`src/rtl/poly_wave_osc.sv`:
```
// poly_wave_osc: C_CH-voice DDS oscillator (saw/tri/pulse/alt wave, linear attack-sustain-release envelope, saturating offset-binary mix); ports CK_i/XARST_i/EN_CK_i, per-voice FREQ_i/WAVE_SEL_i/PW_i/GATE_i, shared ENV_RATE_i, outputs MIX_o/WRAP_o/ENV_BUSY_o; `define POLY_WAVE_OSC_NOISE_EN for shared LFSR noise on WAVE_SEL=3, otherwise inverted saw
module poly_wave_osc #(
  parameter int C_CH = 4,
  parameter int C_PHASE_W = 24,
  parameter int C_DAT_W = 12,
  parameter int C_MIX_SHIFT = 2
) (
  input  logic                      CK_i,
  input  logic                      XARST_i,
  input  logic                      EN_CK_i,
  input  logic [C_CH*C_PHASE_W-1:0] FREQ_i,
  input  logic [C_CH*2-1:0]         WAVE_SEL_i,
  input  logic [C_CH*8-1:0]         PW_i,
  input  logic [C_CH-1:0]           GATE_i,
  input  logic [7:0]                ENV_RATE_i,
  output logic [C_DAT_W-1:0]        MIX_o,
  output logic [C_CH-1:0]           WRAP_o,
  output logic [C_CH-1:0]           ENV_BUSY_o
);
  localparam int SW = C_DAT_W + $clog2(C_CH);
  localparam logic [C_DAT_W-1:0] MSB = {1'b1, {(C_DAT_W-1){1'b0}}};
  localparam logic signed [SW-1:0] HI = SW'((1 << (C_DAT_W-1)) - 1);
  localparam logic signed [SW-1:0] LO = ~HI;
  typedef enum logic [1:0] {IDLE, ATTACK, SUSTAIN, RELEASE} env_st_t;
  logic [C_DAT_W-1:0] scaled [C_CH];
`ifdef POLY_WAVE_OSC_NOISE_EN
  logic [15:0] lfsr;
  always_ff @(posedge CK_i or negedge XARST_i)
    if (!XARST_i) lfsr <= 16'hACE1;
    else if (EN_CK_i) lfsr <= {lfsr[14:0], lfsr[15] ^ lfsr[13] ^ lfsr[12] ^ lfsr[10]};
`endif
  for (genvar c = 0; c < C_CH; c++) begin : g_v
    logic [C_PHASE_W-1:0] phase;
    logic [7:0] env, env_n;
    logic [8:0] add, sub;
    logic gate_d, wrap, rise;
    env_st_t st, st_n, st_e;
    logic [1:0] sel;
    logic [C_DAT_W-1:0] t, saw, up, tri_w, sq, alt, wave, sc;
    logic signed [C_DAT_W+8:0] prod;
    assign rise = GATE_i[c] & ~gate_d;
    assign sel = WAVE_SEL_i[c*2 +: 2];
    assign t = phase[C_PHASE_W-1 -: C_DAT_W];
    // XOR with MSB is the same as subtracting H in C_DAT_W-bit two's complement
    assign saw = t ^ MSB;
    assign up = {t[C_DAT_W-2:0], 1'b0} ^ MSB;
    assign tri_w = t[C_DAT_W-1] ? ~up : up;
    assign sq = phase[C_PHASE_W-1 -: 8] < PW_i[c*8 +: 8] ? ~MSB : MSB;
`ifdef POLY_WAVE_OSC_NOISE_EN
    assign alt = lfsr[15 -: C_DAT_W];
`else
    assign alt = ~saw;
`endif
    assign wave = sel == 2'd0 ? saw : sel == 2'd1 ? tri_w : sel == 2'd2 ? sq : alt;
    assign prod = $signed(wave) * $signed({1'b0, env});
    // st_e is the state after gate events; the envelope step of that state applies in the same strobe
    always_comb begin
      st_e = rise ? ATTACK : (!GATE_i[c] && (st == ATTACK || st == SUSTAIN)) ? RELEASE : st;
      add = {1'b0, env} + {1'b0, ENV_RATE_i};
      sub = {1'b0, env} - {1'b0, ENV_RATE_i};
      env_n = env;
      st_n = st_e;
      if (st_e == ATTACK) begin
        env_n = add[8] ? 8'hFF : add[7:0];
        st_n = env_n == 8'hFF ? SUSTAIN : ATTACK;
      end else if (st_e == RELEASE) begin
        env_n = sub[8] ? 8'h00 : sub[7:0];
        st_n = env_n == 8'h00 ? IDLE : RELEASE;
      end
    end
    always_ff @(posedge CK_i or negedge XARST_i)
      if (!XARST_i) st <= IDLE;
      else if (EN_CK_i) st <= st_n;
    always_ff @(posedge CK_i or negedge XARST_i)
      if (!XARST_i) begin
        phase <= '0;
        wrap <= 1'b0;
        gate_d <= 1'b0;
        env <= '0;
        sc <= '0;
      end else if (EN_CK_i) begin
        {wrap, phase} <= rise ? '0 : {1'b0, phase} + {1'b0, FREQ_i[c*C_PHASE_W +: C_PHASE_W]};
        gate_d <= GATE_i[c];
        env <= env_n;
        sc <= C_DAT_W'(prod >>> 8);
      end
    assign scaled[c] = sc;
    assign WRAP_o[c] = wrap;
    assign ENV_BUSY_o[c] = st != IDLE;
  end
  logic signed [SW-1:0] sum, sh;
  logic [C_DAT_W-1:0] clamped;
  always_comb begin
    sum = '0;
    for (int i = 0; i < C_CH; i++) sum = sum + SW'($signed(scaled[i]));
    sh = sum >>> C_MIX_SHIFT;
  end
  assign clamped = sh > HI ? ~MSB : sh < LO ? MSB : sh[C_DAT_W-1:0];
  always_ff @(posedge CK_i or negedge XARST_i)
    if (!XARST_i) MIX_o <= MSB;
    else if (EN_CK_i) MIX_o <= clamped ^ MSB;
endmodule

```
`config.mk`:
```
export PLATFORM = sky130hd
export DESIGN_NAME = poly_wave_osc
export DESIGN_NICKNAME = d
export VERILOG_FILES = /design/src/rtl/poly_wave_osc.sv
export SDC_FILE = /design/constraint.sdc
export NUM_CORES = 2
export LEC_CHECK = 0
export ABC_AREA = 1
export CAP_MARGIN = 20
export CORE_MARGIN = 2
export CORE_UTILIZATION = 40
export CTS_BUF_LIST = sky130_fd_sc_hd__clkbuf_2
export DETAILED_ROUTE_END_ITERATION = 8
export PLACE_DENSITY = 0.55
export SLEW_MARGIN = 5
export SYNTH_ARGS = -nofsm -noshare
export SYNTH_HDL_FRONTEND = slang
export SYNTH_SLANG_ARGS = --single-unit
```
`constraint.sdc`:
```
create_clock -name CK_i -period 7.2 [get_ports CK_i]
set_input_delay 1.08 -clock CK_i [delete_from_list [all_inputs] [get_ports CK_i]]
set_output_delay 1.08 -clock CK_i [all_outputs]
set_load 0.02 [all_outputs]
```
==> run summary <==
At the pin with the least slew margin, the transition time is between 900 and 1000 ps. The number of DRC markers after the initial detailed-route iteration came out at between 1500 and 2000. The tightest min-delay check is of the in2reg type. The type of origin of the critical path is a flip-flop. The number of standard-cell rows in the floorplan is 103.

The via count of the first global-routing pass came out at roughly 29000. The first detailed-routing pass took 5 iterations. The setup total negative slack is 0 ps. The count of warnings emitted by yosys came out at 0. The average footprint of a synthesized cell came out at 7.30 um^2. The worst setup skew after layout came out at between 100 and 150 ps. The residual antenna-violating net count after detailed routing came out at 0. The total DRC errors in the routed layout is 0. The via-per-instance ratio came out at around 5. The most repeated cell in the gate-level netlist after synthesis is sky130_fd_sc_hd__nand2_1. Setup violations remaining at the end of the flow were counted as 0.

TritonCTS built the clock tree. The die area came out at 0.0815 mm^2. The wire-length estimate of the detail-placed layout is 73100 um. Across the run, the number of max-cap violations was 0. The part of the cycle the worst path needs is 86.3%. The clock network latency to the later pin of the worst-skew pair came out at 1090 ps.

The via count came out at 28300. The register bit count reported by yosys is 204. The number of distinct library cell variants in the gate-level netlist after synthesis came out at 57.

In the synthesized netlist the async set-or-reset flop fraction comes to 100%. The top-level I/O count came out at 171. Counting I/O delays and the setup requirement, the final critical path takes 6210 ps. By count the netlist is led by 911 x sky130_fd_sc_hd__nand2_1, 809 x sky130_fd_sc_hd__inv_1, 440 x sky130_fd_sc_hd__nor2_1, 343 x sky130_fd_sc_hd__ha_1, 337 x sky130_fd_sc_hd__fa_1.

Counting along the longest clock path gives a buffer depth of 3. Setup repair after global routing left no endpoint under its margin. Sequential elements use ~16% of the synthesized area. The number of buffers inserted by port buffering is 170. The number of sinks handled by clock tree synthesis came out at 204. In the synthesized netlist, the number of instances is about 4300. Synthesis produced a netlist with a net count of 5176. Global routing consumed, over all layers together, between 20 and 25% of the routing resources. The total clock buffers created by CTS is 68. The global-route wire length before repair is between 150000 and 200000 um. Sorting the synthesized cells by area gives the leading types as sky130_fd_sc_hd__fa_1 21%, sky130_fd_sc_hd__dfrtp_1 16%, sky130_fd_sc_hd__ha_1 14%, sky130_fd_sc_hd__nand2_1 11%, sky130_fd_sc_hd__inv_1 9.6%. The average wire per cell in the routed design is 16.0 um. The synthesized design devotes to its leading area cell type between 20% and 30% of total area. The area overhead of the layout relative to synthesis is 11.3%. The initial core utilization came out at 40.3%. The largest area contributor in the netlist is sky130_fd_sc_hd__fa_1.

Among all flip-flop cells after synthesis, the most frequent one is sky130_fd_sc_hd__dfrtp_1. The H-tree depth reported by CTS came out at 3. The required arrival time at the worst endpoint is between 8000 and 9000 ps.

The number of max-slew violations in the final report came out at 0. The maximum clock rate is 161 MHz. The largest fanout on the critical path is 23. The arrival time of the worst setup path came out at just over 7000 ps.

The die is roughly 290 um tall. In this run the horizontal extent of the chip is around 290 um. The area of the mapped netlist is 0.0317 mm^2. The worst setup path is of the reg2reg kind.

The clock-pin slew reported for the worst setup and hold paths after clock tree synthesis came out at 130 ps. The pin count of the biggest net entering global routing is 87. The overflow left after global routing came out at 0.

The number of nets in the finished design is between 5000 and 6000. The worst relative slew slack is 33.5%. The setup slack of the most critical reg-to-reg path is 990 ps.

In the final layout, the share of cells above drive strength 1 is 4.43%. The count of flip-flops with a built-in enable after synthesis is 0. The run finished with clean final reports. The area of the core came out at 0.0787 mm^2.

The initial antenna violation count is 4. The capturing element type of the critical path is a flip-flop. The detailed-route wire length is 90200 um. The routability congestion estimate from global placement is 0.883. The tree is rooted in a sky130_fd_sc_hd__clkbuf_2. The final hold violation count is 0.
==> final cells by class <==
cell class,count,area [um^2]
well taps,1050,1310
diodes,2,5.00
flip-flops and latches,204,5110
multi-input cells,3227,23100
inverters,833,3130
fillers,8210,43500
clock inverters,25,189
repair buffers,205,1970
clock buffers,88,440
==> layer usage <==
layer | vias to the layer above | global-route usage (%) | share of wire [%] | routed length, um
li1 | 14300 | - | - | -
met1 | 13400 | 32.0 | 48 | 43000
met2 | 584 | 37.4 | 46 | 41400
met3 | 124 | 2.74 | 4.3 | 3910
met4 | 0 | 5.41 | 2.1 | 1870
met5 | - | 0 | 0 | 0
==> per-stage QoR <==
stage,utilization (%),instances,instance area (um^2),hold slack [ps],setup WS [ps]
finish,44.8,5634,35300,393,986
global route,44.8,5634,35300,354,274
CTS,44.8,5632,35300,243,767
detailed placement,44.0,5518,34600,464,104
global placement,44.0,5518,34600,455,200
floorplan,-,4345,31700,449,938
==> cells by family after synthesis <==
family | count (synthesis) | synth area share (%)
DFF | 204 | 16.1
buffers and inverters | 914 | 11.0
xor gates and xnor gates | 88 | 2.43
AOI/OAI and AO/OA | 813 | 14.5
and+or+nand+nor | 1646 | 21.2
adders and majority gates | 680 | 34.8
==> worst max-delay path, cell delays in order (launching register included) <==
cell                        delay, ps
sky130_fd_sc_hd__dfrtp_2          560
sky130_fd_sc_hd__ha_1             360
sky130_fd_sc_hd__nand2_1           70
sky130_fd_sc_hd__o21a_1           180
sky130_fd_sc_hd__nand2_1           70
sky130_fd_sc_hd__nand2_2           50
sky130_fd_sc_hd__inv_1             90
sky130_fd_sc_hd__o22ai_1           60
sky130_fd_sc_hd__o21ai_0          280
sky130_fd_sc_hd__inv_1            210
sky130_fd_sc_hd__nor2_1           230
sky130_fd_sc_hd__inv_1            120
sky130_fd_sc_hd__fa_1             510
sky130_fd_sc_hd__inv_1             50
sky130_fd_sc_hd__fa_1             480
sky130_fd_sc_hd__fa_1             540
sky130_fd_sc_hd__inv_1             50
sky130_fd_sc_hd__fa_1             480
sky130_fd_sc_hd__inv_1             50
sky130_fd_sc_hd__ha_1             340
sky130_fd_sc_hd__a21oi_1          190
sky130_fd_sc_hd__o21a_1           190
sky130_fd_sc_hd__nor2_1            50
sky130_fd_sc_hd__a2111oi_0        460
sky130_fd_sc_hd__nand3b_1         140
sky130_fd_sc_hd__nand3_1          100
sky130_fd_sc_hd__nand2_1           60
==> path summary, 6_finish.rpt <==
| path | start | to | cells after the start |
|---|---|---|---|
| setup reg to reg | g_v[1].phase[23] | g_v[1].sc[11] | 26 |
| max in group asynchronous | XARST_i | g_v[2].sc[11] | 3 |
| hold reg to reg | g_v[0].st[1] | g_v[0].st[1] | 2 |
| setup / recovery | g_v[1].phase[23] | g_v[1].sc[11] | 26 |
| min in group asynchronous | XARST_i | MIX_o[10] | 2 |
| hold / removal | EN_CK_i | g_v[1].wrap | 4 |
==> cells in the final DEF (no fill, tap or decap), types with 31 or more instances in the layout <==
master | Yosys | final
sky130_fd_sc_hd__dfrtp_1 | 203 | 202
sky130_fd_sc_hd__a21oi_1 | 287 | 287
sky130_fd_sc_hd__nor2_1 | 440 | 440
sky130_fd_sc_hd__o21ai_0 | 307 | 307
sky130_fd_sc_hd__nand4_1 | 40 | 40
sky130_fd_sc_hd__fa_1 | 337 | 337
sky130_fd_sc_hd__buf_4 | 5 | 35
sky130_fd_sc_hd__clkbuf_2 | 0 | 88
sky130_fd_sc_hd__ha_1 | 343 | 343
sky130_fd_sc_hd__clkdlybuf4s50_1 | 0 | 168
sky130_fd_sc_hd__nand2_1 | 911 | 911
sky130_fd_sc_hd__o211ai_1 | 31 | 31
sky130_fd_sc_hd__nand3_1 | 175 | 175
sky130_fd_sc_hd__o31ai_1 | 31 | 31
sky130_fd_sc_hd__inv_1 | 809 | 808
sky130_fd_sc_hd__xnor2_1 | 39 | 39
sky130_fd_sc_hd__xor2_1 | 49 | 49
==> sequential cells by signal (all words and copies together), names as in the netlist <==
name / cells
MIX_o: 12
g_v.env: 32
g_v.gate_d: 4
g_v.phase: 96
g_v.sc: 48
g_v.st: 8
g_v.wrap: 4
==> what timing repair did <==
item	CTS	global route
gates resized for setup	0	1
hold endpoints to repair	10	0
endpoints found under the setup margin	0	1
hold buffers	1	0
setup buffers	0	0
Power is not shown: default switching activity piles up to over one toggle a cycle in this logic, so the estimate is an artifact.
